===== src/rtl/fsm_ring_ctrl.sv =====
// Ring-ordered Moore controller: advance/retreat/restart commands, dwell-timer auto-advance, restart-state occupancy count.
// One-edge command latency; no backpressure (en gates commands and dwell only).
module fsm_ring_ctrl #(
  parameter int NUM_STATES  = 4,
  parameter int RESET_STATE = 1,
  parameter int TIMEOUT     = 8,
  parameter int COUNT_WIDTH = 8,
  parameter bit SATURATE    = 1'b1,
  localparam int SW = (NUM_STATES > 1) ? $clog2(NUM_STATES) : 1
) (
  input  logic                   clk,
  input  logic                   rst,
  input  logic                   en,
  input  logic [1:0]             in,
  output logic [NUM_STATES-1:0]  out,
  output logic [SW-1:0]          state,
  output logic [COUNT_WIDTH-1:0] dwell,
  output logic [COUNT_WIDTH-1:0] count,
  output logic                   timeout
);

  typedef enum logic [1:0] {
    CMD_HOLD    = 2'd0,
    CMD_ADVANCE = 2'd1,
    CMD_RETREAT = 2'd2,
    CMD_RESTART = 2'd3
  } cmd_e;

  localparam logic [SW-1:0]          RST_ST   = SW'(RESET_STATE);
  localparam logic [SW-1:0]          LAST_ST  = SW'(NUM_STATES - 1);
  localparam logic [COUNT_WIDTH-1:0] CNT_MAX  = '1;
  localparam logic [COUNT_WIDTH-1:0] TO_LAST  = COUNT_WIDTH'((TIMEOUT == 0) ? 0 : TIMEOUT - 1);
  localparam bit                     TO_EN    = (TIMEOUT != 0);
  localparam logic [NUM_STATES-1:0]  ONE_HOT0 = NUM_STATES'(1);

  logic [SW-1:0]          state_q;
  logic [COUNT_WIDTH-1:0] dwell_q;
  logic [COUNT_WIDTH-1:0] count_q;
  logic                   timeout_q;

  logic [SW-1:0] adv_st;
  logic [SW-1:0] ret_st;
  logic [SW-1:0] nxt_st;
  logic          take;
  logic          by_timeout;

  assign adv_st = (state_q == LAST_ST) ? '0 : state_q + SW'(1);
  assign ret_st = (state_q == '0) ? LAST_ST : state_q - SW'(1);

  // Commands outrank the dwell timer; a restart counts as a transition even in RESET_STATE.
  always_comb begin
    nxt_st     = state_q;
    take       = 1'b0;
    by_timeout = 1'b0;
    case (cmd_e'(in))
      CMD_RESTART: begin
        nxt_st = RST_ST;
        take   = 1'b1;
      end
      CMD_ADVANCE: begin
        nxt_st = adv_st;
        take   = 1'b1;
      end
      CMD_RETREAT: begin
        nxt_st = ret_st;
        take   = 1'b1;
      end
      default: begin
        if (TO_EN && (dwell_q == TO_LAST)) begin
          nxt_st     = adv_st;
          take       = 1'b1;
          by_timeout = 1'b1;
        end
      end
    endcase
  end

  always_ff @(posedge clk or negedge rst) begin
    if (!rst) begin
      state_q   <= RST_ST;
      dwell_q   <= '0;
      count_q   <= '0;
      timeout_q <= 1'b0;
    end else begin
      // Occupancy follows the registered state, independent of en.
      if (state_q == RST_ST) begin
        if (!(SATURATE && (count_q == CNT_MAX))) begin
          count_q <= count_q + COUNT_WIDTH'(1);
        end
      end
      timeout_q <= 1'b0;
      if (en) begin
        if (take) begin
          state_q   <= nxt_st;
          dwell_q   <= '0;
          timeout_q <= by_timeout;
        end else if (dwell_q != CNT_MAX) begin
          dwell_q <= dwell_q + COUNT_WIDTH'(1);
        end
      end
    end
  end

  assign out     = ONE_HOT0 << state_q;
  assign state   = state_q;
  assign dwell   = dwell_q;
  assign count   = count_q;
  assign timeout = timeout_q;

endmodule


===== config.mk =====
export PLATFORM = sky130hd
export DESIGN_NAME = fsm_ring_ctrl
export DESIGN_NICKNAME = d
export VERILOG_FILES = /design/src/rtl/fsm_ring_ctrl.sv
export SDC_FILE = /design/constraint.sdc
export NUM_CORES = 1
export LEC_CHECK = 0
export CORE_MARGIN = 5
export CORE_UTILIZATION = 43
export DETAILED_ROUTE_END_ITERATION = 7
export GPL_TIMING_DRIVEN = 0
export PLACE_DENSITY = 0.74
export REMOVE_ABC_BUFFERS = 1
export SYNTH_ARGS = -nofsm -noshare
export SYNTH_HDL_FRONTEND = slang
export SYNTH_SLANG_ARGS = --single-unit

===== constraint.sdc =====
create_clock -name clk -period 1.6 [get_ports clk]
set_clock_uncertainty 0.05 [all_clocks]
set_input_delay 0.24 -clock clk [delete_from_list [all_inputs] [get_ports clk]]
set_output_delay 0.24 -clock clk [all_outputs]
set_load 0.02 [all_outputs]

==> flow_metrics.tcl <==
set metrics [dict create \
    cts_buffers 3 \
    fin_tns_setup_ns -0.3116 \
    io_pins 28 \
    post-route-util 0.6419 \
    rsz0062_at_grt "true" \
    timing.final.crit_share 1.045 \
    grt_max_degree 20 \
    syn_inst 115 \
    wl_per_cell_um 15.69 \
    hold_buffers 0 \
    path_clk_slew_ns 0.12 \
    final_antenna_net_count 0 \
    syn2layout_area_growth_pct 43.45 \
    ir_drop_mv 0.8910 \
    cts.sinks 19 \
    power.density_mw_per_mm2 1244 \
    synth_ff_type "dfrtp_1" \
    syn_area_mm2 0.001109 \
    vias 1012 \
    async_flop_share 1.000 \
    slew_headroom 0.3985 \
    worst_pin_slew_ns 0.8994 \
    die_area_mm2 0.003694 \
    critPathMaxFanout 5 \
    place.gp.congestion 0.8549 \
    rows 18 \
    hold_violations 0 \
    clock-root-buffer "clkbuf_4" \
    cap_violations 0 \
    design.core.area_mm2 0.002477 \
    antenna_found_initial 0 \
    die-height_um 60.78 \
    dr.pass1.iters 4 \
    antenna_cells 0 \
    initial_utilization 0.4475 \
    ys_seq_area_frac 0.4300 \
    post-place-ws_ns -0.4614 \
    drc_errors 0 \
    fin_crit_ns 1.672 \
    violations "setup timing" \
    stdcell_area_mm2 0.001590 \
    grt_pass1_vias 1033 \
    routed_wl_um 2840 \
    cp-end-kind "flop" \
    critical_path_class "reg2reg" \
    multi_input_area_um2 693.2 \
    clk_latency_ns 0.30 \
    overflow 0 \
    status "finished with violations" \
    drive_gt1_frac 0.2914 \
    layout_common_cells "17 x dfrtp_1, 17 x dlygate4sd2_1, 14 x nand2_1, 9 x buf_4, 6 x a21oi_1" \
    setup_viol 8 \
    ys_ff_latch 19 \
    synth_edf_count 0 \
    track_usage 0.1591 \
    p_leak_nw 0.7564 \
    critPathLaunchType "flop" \
    nNetsFinal 166 \
    hpwl_um 1882 \
    grt_first_pass_wirelength_um 4443 \
    synth_cell_types 40 \
    die_x_um 60.78 \
    fmax_ghz 0.5980 \
    placedCellCount 168 \
    hp-class "in2async" \
    cp.required_ns 1.80 \
    viasPerCell 5.591 \
    detailed_place.area_mm2 0.001400 \
    clk_path_buf_depth 2 \
    h-tree-depth 1 \
    synth_warnings 0 \
    slew_viol_final 0 \
    tritoncts "done" \
    port_buffers 27 \
    setup_ws_ns -0.07211 \
    syn_avg_cell_area_um2 9.640 \
    num-fill-cells 225 \
    final-seq-area_um2 478.0 \
    drtIter0Drc 20 \
    arrival_ns 1.87 \
    final_cells 181 \
]
-- worst paths after layout --
path / start / end / slack (ns) / cells after the start
max: dwell[0] / state[0] / -0.07 / 4
min: rst / count[0] / 0.37 / 1
max reg2reg: dwell[0] / state[0] / -0.07 / 4
min reg2reg: count[7] / count[7] / 0.47 / 1
max in group asynchronous: rst / dwell[3] / 0.51 / 1
min in group clk: en / timeout / 0.43 / 3
-- power by group --
group	internal (mW)	switching (mW)	total, mW
Sequential	0.585	0.125	0.710
Clock	0.0932	0.166	0.260
Combinational	0.467	0.540	1.01
-- critical path, stage by stage (launching register included) --
cell	delay (ns)
dfrtp_1	0.38
ha_2	0.20
or4bb_4	0.49
o32a_4	0.23
a211o_1	0.27
-- metrics by stage --
stage / hold slack (ns) / power [mW]
3_5_place_dp: 0.4588 / 1.556
4_1_cts: 0.3923 / 1.793
3_3_place_gp: 0.4516 / 1.522
5_1_grt: 0.4294 / 2.094
2_1_floorplan: -0.1056 / 1.186
6_report: 0.3746 / 1.978
-- final cells by class --
cell class,count,share of cell area
Clock buffer,3,0.01416
Clock inverter,1,0.003147
Inverter,7,0.01967
Multi-Input combinational cell,85,0.4359
Sequential cell,19,0.3005
Tap cell,30,0.02360
Timing Repair Buffer,36,0.2030
-- timing repair --
item	CTS	global route
setup endpoints to repair	36	17
setup buffers	5	4
cloned	0	0
pin swaps	7	8
gates resized for setup	57	24
-- layer usage --
layer | GRT usage | vias up | routed length (µm)
met5 | 0 | - | 0
met4 | 0.03715 | 0 | 0
met3 | 0.05319 | 0 | 167
met2 | 0.2809 | 27 | 1531
met1 | 0.1861 | 492 | 1141
li1 | - | 493 | -
-- Yosys cell counts, drive strengths merged (2+ instances only) --
cell | count | area share
o21ai | 6 | 0.027
xor2 | 3 | 0.024
buf | 2 | 0.0079
and3 | 2 | 0.012
and2 | 2 | 0.011
mux2 | 2 | 0.020
nand2 | 14 | 0.047
a31oi | 2 | 0.011
nor2 | 5 | 0.017
nand4 | 3 | 0.017
a21oi | 6 | 0.027
nor3 | 3 | 0.014
nand2b | 2 | 0.011
dfrtp | 18 | 0.41
clkbuf | 2 | 0.0068
o31ai | 3 | 0.020
inv | 7 | 0.024
nand3 | 4 | 0.018
ha | 9 | 0.10
a2bb2oi | 2 | 0.016
-- state kept, by name, indices dropped and copies added, names as in the netlist --
signal   cells
timeout      1
count        8
dwell        8
state        2
-- logic make-up (layout without fill, tap and decap cells) --
group                      after synthesis  in the layout  synth area share
and+or+nand+nor                         41             41            0.1930
muxes                                    3              3           0.02934
DFF                                     19             19            0.4300
buffers and inverters                   11             47           0.03837
xor gates and xnor gates                 4              4           0.03161
AOI/OAI and AO/OA                       28             28            0.1761
adders and majority gates                9              9            0.1016
Note: power is estimated with default switching activity, not from simulation.
